===== src/rtl/bus_uart_tx.sv =====
// rtl/bus_uart_tx.sv - memory-mapped 8N1 UART transmitter with a TX FIFO
// Zero-wait-state bus responder: combinational reads, writes commit at the clock edge.
module bus_uart_tx #(
  parameter logic [31:0] BASE_ADDR  = 32'h1000_0000,
  parameter logic [15:0] CLK_DIV    = 16'd434,
  parameter int          FIFO_DEPTH = 8
) (
  input  logic        clk,
  input  logic        rst_n,
  input  logic        bus_re,
  input  logic [3:0]  bus_we,
  input  logic [31:0] bus_addr,
  input  logic [31:0] bus_wdata,
  output logic [31:0] bus_rdata,
  output logic        uart_tx,
  output logic        irq
);

  localparam int AW = $clog2(FIFO_DEPTH);
  localparam int CW = AW + 1;
  localparam logic [CW-1:0] DEPTH_C = CW'(FIFO_DEPTH);

  typedef enum logic [1:0] {S_IDLE, S_START, S_DATA, S_STOP} state_t;

  logic [7:0]    mem_q [FIFO_DEPTH];
  logic [AW-1:0] wr_ptr_q, wr_ptr_d, rd_ptr_q, rd_ptr_d;
  logic [CW-1:0] count_q, count_d;
  logic          ovf_q, ovf_d;
  logic          ie_q, ie_d;
  logic [15:0]   div_q, div_d;
  logic [15:0]   div_l_q, div_l_d;
  logic [15:0]   baud_q, baud_d;
  logic [2:0]    bit_idx_q, bit_idx_d;
  logic [7:0]    shift_q, shift_d;
  logic          tx_q, tx_d;
  state_t        state_q, state_d;

  logic        hit, push_req, push_ok, pop, clr_ovf;
  logic [1:0]  sel;
  logic [15:0] div_eff;
  logic        baud_last, fifo_empty, fifo_full, busy;
  logic [7:0]  count8;
  logic        unused_bits;

  assign hit        = (bus_addr[31:4] == BASE_ADDR[31:4]);
  assign sel        = bus_addr[3:2];
  assign push_req   = hit && (sel == 2'd0) && bus_we[0];
  assign clr_ovf    = hit && (sel == 2'd1) && bus_we[0] && bus_wdata[3];
  assign fifo_empty = (count_q == '0);
  assign fifo_full  = (count_q == DEPTH_C);
  assign busy       = (state_q != S_IDLE);
  assign baud_last  = (baud_q == 16'd0);
  assign div_eff    = (div_q == 16'd0) ? 16'd1 : div_q;
  assign count8     = 8'(count_q);
  assign unused_bits = &{1'b0, bus_we[3:2], bus_wdata[31:16], bus_addr[1:0]};

  // Serializer next-state; pop is the only path that removes FIFO entries.
  always_comb begin
    state_d   = state_q;
    baud_d    = baud_q;
    bit_idx_d = bit_idx_q;
    shift_d   = shift_q;
    div_l_d   = div_l_q;
    tx_d      = tx_q;
    pop       = 1'b0;
    case (state_q)
      S_IDLE: begin
        tx_d = 1'b1;
        pop  = !fifo_empty;
      end
      S_START: begin
        if (baud_last) begin
          state_d   = S_DATA;
          bit_idx_d = 3'd0;
          baud_d    = div_l_q - 16'd1;
          tx_d      = shift_q[0];
        end else begin
          baud_d = baud_q - 16'd1;
        end
      end
      S_DATA: begin
        if (baud_last) begin
          baud_d = div_l_q - 16'd1;
          if (bit_idx_q == 3'd7) begin
            state_d = S_STOP;
            tx_d    = 1'b1;
          end else begin
            bit_idx_d = bit_idx_q + 3'd1;
            shift_d   = {1'b0, shift_q[7:1]};
            tx_d      = shift_q[1];
          end
        end else begin
          baud_d = baud_q - 16'd1;
        end
      end
      S_STOP: begin
        if (baud_last) begin
          if (fifo_empty) begin
            state_d = S_IDLE;
            tx_d    = 1'b1;
          end else begin
            pop = 1'b1;
          end
        end else begin
          baud_d = baud_q - 16'd1;
        end
      end
      default: begin
        state_d = S_IDLE;
        tx_d    = 1'b1;
      end
    endcase
    if (pop) begin
      state_d = S_START;
      shift_d = mem_q[rd_ptr_q];
      div_l_d = div_eff;
      baud_d  = div_eff - 16'd1;
      tx_d    = 1'b0;
    end
  end

  always_comb begin
    push_ok  = push_req && (!fifo_full || pop);
    wr_ptr_d = push_ok ? wr_ptr_q + AW'(1) : wr_ptr_q;
    rd_ptr_d = pop ? rd_ptr_q + AW'(1) : rd_ptr_q;
    count_d  = count_q;
    case ({push_ok, pop})
      2'b10:   count_d = count_q + CW'(1);
      2'b01:   count_d = count_q - CW'(1);
      default: count_d = count_q;
    endcase
    ovf_d = ovf_q;
    if (push_req && !push_ok) ovf_d = 1'b1;
    else if (clr_ovf)         ovf_d = 1'b0;
    div_d = div_q;
    if (hit && sel == 2'd2) begin
      if (bus_we[0]) div_d[7:0]  = bus_wdata[7:0];
      if (bus_we[1]) div_d[15:8] = bus_wdata[15:8];
    end
    ie_d = ie_q;
    if (hit && sel == 2'd3 && bus_we[0]) ie_d = bus_wdata[0];
  end

  always_comb begin
    bus_rdata = 32'h0;
    if (bus_re && hit) begin
      case (sel)
        2'd1:    bus_rdata = {16'h0, count8, 4'h0, ovf_q, fifo_empty, fifo_full, busy};
        2'd2:    bus_rdata = {16'h0, div_q};
        2'd3:    bus_rdata = {31'h0, ie_q};
        default: bus_rdata = 32'h0;
      endcase
    end
  end

  always_ff @(posedge clk) begin
    if (push_ok) mem_q[wr_ptr_q] <= bus_wdata[7:0];
  end

  always_ff @(posedge clk) begin
    if (!rst_n) begin
      state_q   <= S_IDLE;
      baud_q    <= 16'd0;
      bit_idx_q <= 3'd0;
      shift_q   <= 8'h0;
      div_l_q   <= 16'd1;
      tx_q      <= 1'b1;
      wr_ptr_q  <= '0;
      rd_ptr_q  <= '0;
      count_q   <= '0;
      ovf_q     <= 1'b0;
      ie_q      <= 1'b0;
      div_q     <= CLK_DIV;
    end else begin
      state_q   <= state_d;
      baud_q    <= baud_d;
      bit_idx_q <= bit_idx_d;
      shift_q   <= shift_d;
      div_l_q   <= div_l_d;
      tx_q      <= tx_d;
      wr_ptr_q  <= wr_ptr_d;
      rd_ptr_q  <= rd_ptr_d;
      count_q   <= count_d;
      ovf_q     <= ovf_d;
      ie_q      <= ie_d;
      div_q     <= div_d;
    end
  end

  assign uart_tx = tx_q;
  assign irq     = ie_q && fifo_empty && !busy;

endmodule

===== config.mk =====
export PLATFORM = sky130hd
export DESIGN_NAME = bus_uart_tx
export DESIGN_NICKNAME = d
export VERILOG_FILES = /design/src/rtl/bus_uart_tx.sv
export SDC_FILE = /design/constraint.sdc
export NUM_CORES = 1
export LEC_CHECK = 0
export BUFFER_PORTS_ARGS = -buffer_cell sky130_fd_sc_hd__buf_4
export CELL_PAD_IN_SITES_DETAIL_PLACEMENT = 1
export CELL_PAD_IN_SITES_GLOBAL_PLACEMENT = 1
export CORE_UTILIZATION = 41
export DETAILED_ROUTE_END_ITERATION = 16
export PLACE_DENSITY_LB_ADDON = 0.1
export SETUP_SLACK_MARGIN = 0.02
export SLEW_MARGIN = 0
export SYNTH_ARGS = -nofsm -noshare
export SYNTH_HDL_FRONTEND = slang
export SYNTH_SLANG_ARGS = --single-unit

===== constraint.sdc =====
create_clock -name clk -period 2.6 [get_ports clk]
set_input_delay 0.26 -clock clk [delete_from_list [all_inputs] [get_ports clk]]
set_output_delay 0.26 -clock clk [all_outputs]
set_load 0.01 [all_outputs]

==> run_results.csv <==
group,metric,value,unit
global_routing,grt_max_degree,44,
sta,maxSlewHeadroom,0.6086,
power_and_ir_drop,p_sw,3.360,mW
hold_path,hold_class,"in -> reg",
floorplan,die_h,135.2,microns
routing,wl_per_cell,19.54,microns
global_routing,grt_first_pass_wirelength,33.22,mm
finish,antenna_cells,0,
logic_synthesis,yosysUniqueCellTypes,71,
floorplan,rows,48,
finish,multiInputGateArea,3625,sq um
finish,drive_gt1_frac,0.2857,
power_and_ir_drop,p_comb_frac,0.425,
sta,max_freq,0.3846,GHz
placed_design,numPlacedInstances,1029,
logic_synthesis,synth-edff-count,64,
finish,seqCellArea,3467,sq um
clock_tree,clk_path_buf_depth,2,
run,maxCapViolCount,0,
global_routing,grt_pass1_vias,6358,
finish,syn_to_final_growth,25.23,%
clock_tree,numCtsBuffers,17,
clock_tree,hold_buffers,0,
power_and_ir_drop,p_int,5.353,mW
sta,finalCriticalPeriod,2600,ps
finish,num-fill-cells,1907,
sta,rsz0062_at_grt,"true",
routing,vias,5877,
finish,nNetsFinal,912,
logic_synthesis,ys_ff_latch,141,
floorplan,start_util,0.4209,
logic_synthesis,ys.flop_type,"dfxtp_1",
global_routing,grt_util_all_layers,0.2379,
setup_path,cpPeakStageDelay,330,ps
sta,period_share,0.9999,
global_routing,antenna_found_initial,0,
setup_path,cpMaxStageDelayCell,"dfxtp_2",
floorplan,coreArea,17300,sq um
finish,final_cells,1065,
routing,drtIter0Drc,399,
setup_path,cp-end-kind,"flip-flop",
clock_tree,root_buffer,"clkbuf_16",
placed_design,place_area,8374,sq um
logic_synthesis,ys_seq_area_frac,0.4758,
power_and_ir_drop,swShare,0.3856,
setup_path,cp.required,2900,ps
logic_synthesis,ys.warnings.count,0,
power_and_ir_drop,powerDensity,955.8,nW/um^2
placed_design,port-buffer-count,68,
logic_synthesis,async_flop_share,0,
power_and_ir_drop,p_leak,3.421,nW
sta,hold_violations,0,
setup_path,cp-start-kind,"flip-flop",
logic_synthesis,avgSynthCellArea,10.37,sq um
routing,vias_per_cell,5.518,
clock_tree,path_clk_slew,60,ps
clock_tree,cts_tree,"built",
setup_path,r2r_slack,0.2,ps
sta,setup_tns,0,ps
power_and_ir_drop,clockPowerShare,0.263,
finish,design_area,9116,sq um
run_status,outcome,"finished, final reports clean",
placed_design,dp_hpwl,15.17,mm
global_routing,grt.overflow.total,0,
placed_design,gp_congestion,0.8430,
setup_path,crit_type,"reg -> reg",
power_and_ir_drop,p_seq_frac,0.312,
sta,finClkSkew,12.25,ps
setup_path,path_buf_inv,1,
sta,finalSetupViolCount,0,
floorplan,num_io_pins,105,
floorplan,die-area,18290,sq um
routing,dr.pass1.iters,6,
setup_path,crit_chain,"inv_2, ha_4, nor4b_4, a41oi_2, or2_4, nor2_4, ha_4, a21o_1, a21oi_2, nor3b_4, o21ai_1, nor3b_2",
routing,finalWirelength,20.81,mm
setup_path,cpLargestDelayFamily,"simple AND/OR/NAND/NOR gates",
logic_synthesis,synthCells,702,
clock_tree,insertion_delay,430,ps
sta,drv_slew,0,
floorplan,die_w,135.2,microns
routing,ant_nets,0,
power_and_ir_drop,vdd_ir_drop_max,0.4538,mV
routing,drc,0,
clock_tree,cts_sinks,141,
setup_path,arrival,2900,ps
sta,tightest_slew,581.7,ps
clock_tree,cts_max_level,4,
setup_path,crit_path_max_fanout,2,
logic_synthesis,netlist_area,7279,sq um
setup_path,cpMostUsedCell,"ha_4",
[power by group through the flow]
stage	clock, mW	sequential (mW)	combinational [mW]
6_report	2.29	2.72	3.70
5_1_grt	2.39	2.75	4.04
4_1_cts	2.33	2.71	3.55
3_5_place_dp	0	2.75	3.43
3_3_place_gp	0	2.74	3.32
2_1_floorplan	0	2.72	2.39
[metal layers]
| metal | vias up | GRT usage | part of all wire |
|---|---|---|---|
| li1 | 2822 | - | - |
| met1 | 2880 | 0.3065 | 0.45 |
| met2 | 145 | 0.3934 | 0.48 |
| met3 | 30 | 0.04751 | 0.048 |
| met4 | 0 | 0.08926 | 0.019 |
| met5 | - | 0 | 0 |
[final cells by class]
type | instances | area share
Multi-Input combinational cell | 502 | 0.3976
Sequential cell | 141 | 0.3803
Timing Repair Buffer | 152 | 0.1252
Clock buffer | 17 | 0.04666
Tap cell | 225 | 0.03088
Clock inverter | 15 | 0.01400
Inverter | 13 | 0.005353
[path summary, 6_finish.rpt]
path	start	end	cells after the start
min reg2reg	ovf_q	ovf_q	2
max	baud_q[0]	count_q[3]	12
min	bus_wdata[8]	div_q[8]	3
max reg2reg	baud_q[0]	count_q[3]	12
[synthesized netlist by cell type, types with 3 or more instances]
| library cell | number | share of area |
|---|---|---|
| a211oi_1 | 19 | 0.020 |
| a21oi_1 | 38 | 0.026 |
| a22oi_1 | 11 | 0.011 |
| a31oi_1 | 6 | 0.0052 |
| a32o_1 | 4 | 0.0055 |
| and2_1 | 3 | 0.0026 |
| and3_1 | 15 | 0.013 |
| buf_2 | 13 | 0.0089 |
| buf_4 | 19 | 0.020 |
| clkbuf_1 | 22 | 0.011 |
| clkbuf_8 | 4 | 0.0076 |
| dfxtp_1 | 77 | 0.21 |
| edfxtp_1 | 64 | 0.26 |
| ha_1 | 13 | 0.022 |
| inv_1 | 12 | 0.0062 |
| mux2i_1 | 33 | 0.045 |
| mux4_2 | 16 | 0.050 |
| nand2_1 | 75 | 0.039 |
| nand2b_1 | 6 | 0.0052 |
| nand3_1 | 11 | 0.0076 |
| nand4_1 | 5 | 0.0043 |
| nor2_1 | 58 | 0.030 |
| nor2b_1 | 12 | 0.010 |
| nor3_1 | 14 | 0.0096 |
| nor3b_1 | 3 | 0.0031 |
| nor4_1 | 21 | 0.018 |
| nor4b_1 | 3 | 0.0036 |
| o2111ai_1 | 3 | 0.0036 |
| o211ai_1 | 4 | 0.0041 |
| o21ai_0 | 21 | 0.014 |
| o31ai_1 | 6 | 0.0062 |
| or4_1 | 11 | 0.011 |
| xnor2_1 | 18 | 0.022 |
| xor2_1 | 13 | 0.016 |
[metrics by stage]
step / total power, mW / hold WS, ps / worst slack [ps] / utilization
detailed placement: 6.186 / 456.2 / -109.8 / 0.4842
global placement: 6.058 / 445.0 / -38.87 / 0.4842
global route: 9.184 / 58.23 / -84.16 / 0.5271
CTS: 8.589 / 52.09 / 23.44 / 0.5190
finish: 8.713 / 64.25 / 0.1728 / 0.5271
floorplan: 5.108 / 358.9 / -164.2 / -
[registers in the layout (all words and copies together), names as in the netlist, named ones only]
name and flops:
count_q 4, shift_q 8, div_l_q 16, baud_q 16
ie_q 1, rd_ptr_q 3, state_q 2, mem_q 64
ovf_q 1, bit_idx_q 3, wr_ptr_q 3, div_q 16
uart_tx 1
[what timing repair did]
action | 4_1_cts | 5_1_grt
buffers inserted | 2 | 2
gates cloned | 0 | 0
pin swaps | 5 | 7
endpoints found under the setup margin | 3 | 35
hold endpoints to repair | 0 | 0
gates resized for setup | 11 | 19
[worst register-to-register path, delay by kind of cell, from the launching register on]
family	cells	cell delay, ps
AND/OR/NAND/NOR	5	1100
AO/OA/AOI/OAI	4	620
adder cells (fa/ha/maj)	2	340
flip-flops	1	330
buffers and inverters	1	90
[placed cells by master (no fill, tap or decap), types with 4 or more instances in the layout]
| cell type | netlist | routed |
|---|---|---|
| a211oi_1 | 19 | 19 |
| a21oi_1 | 38 | 37 |
| a22oi_1 | 11 | 11 |
| a31oi_1 | 6 | 6 |
| a32o_1 | 4 | 4 |
| and3_1 | 15 | 15 |
| buf_4 | 19 | 152 |
| clkbuf_16 | 0 | 17 |
| conb_1 | 1 | 16 |
| dfxtp_1 | 77 | 74 |
| edfxtp_1 | 64 | 64 |
| ha_1 | 13 | 10 |
| inv_1 | 12 | 10 |
| inv_6 | 0 | 5 |
| mux2i_1 | 33 | 33 |
| mux4_2 | 16 | 16 |
| nand2_1 | 75 | 75 |
| nand2b_1 | 6 | 6 |
| nand3_1 | 11 | 11 |
| nand4_1 | 5 | 5 |
| nor2_1 | 58 | 57 |
| nor2b_1 | 12 | 12 |
| nor3_1 | 14 | 11 |
| nor3_2 | 1 | 4 |
| nor4_1 | 21 | 17 |
| nor4_2 | 2 | 5 |
| o211ai_1 | 4 | 4 |
| o21ai_0 | 21 | 20 |
| o31ai_1 | 6 | 6 |
| or4_1 | 11 | 10 |
| xnor2_1 | 18 | 18 |
| xor2_1 | 13 | 13 |
[cells by family (layout without fill, tap and decap cells)]
logic type,count (synthesis),in the layout,share of synthesized area
AO/OA/AOI/OAI,134,134,0.1214
adder cells (fa/ha/maj),14,14,0.02510
other,1,16,0.0005151
multiplexers,50,50,0.09643
flip-flops,141,141,0.4758
XOR/XNOR,31,31,0.03730
AND/OR/NAND/NOR,257,257,0.1856
buffers and inverters,74,197,0.05792
Power figures use the tool's default switching activity.
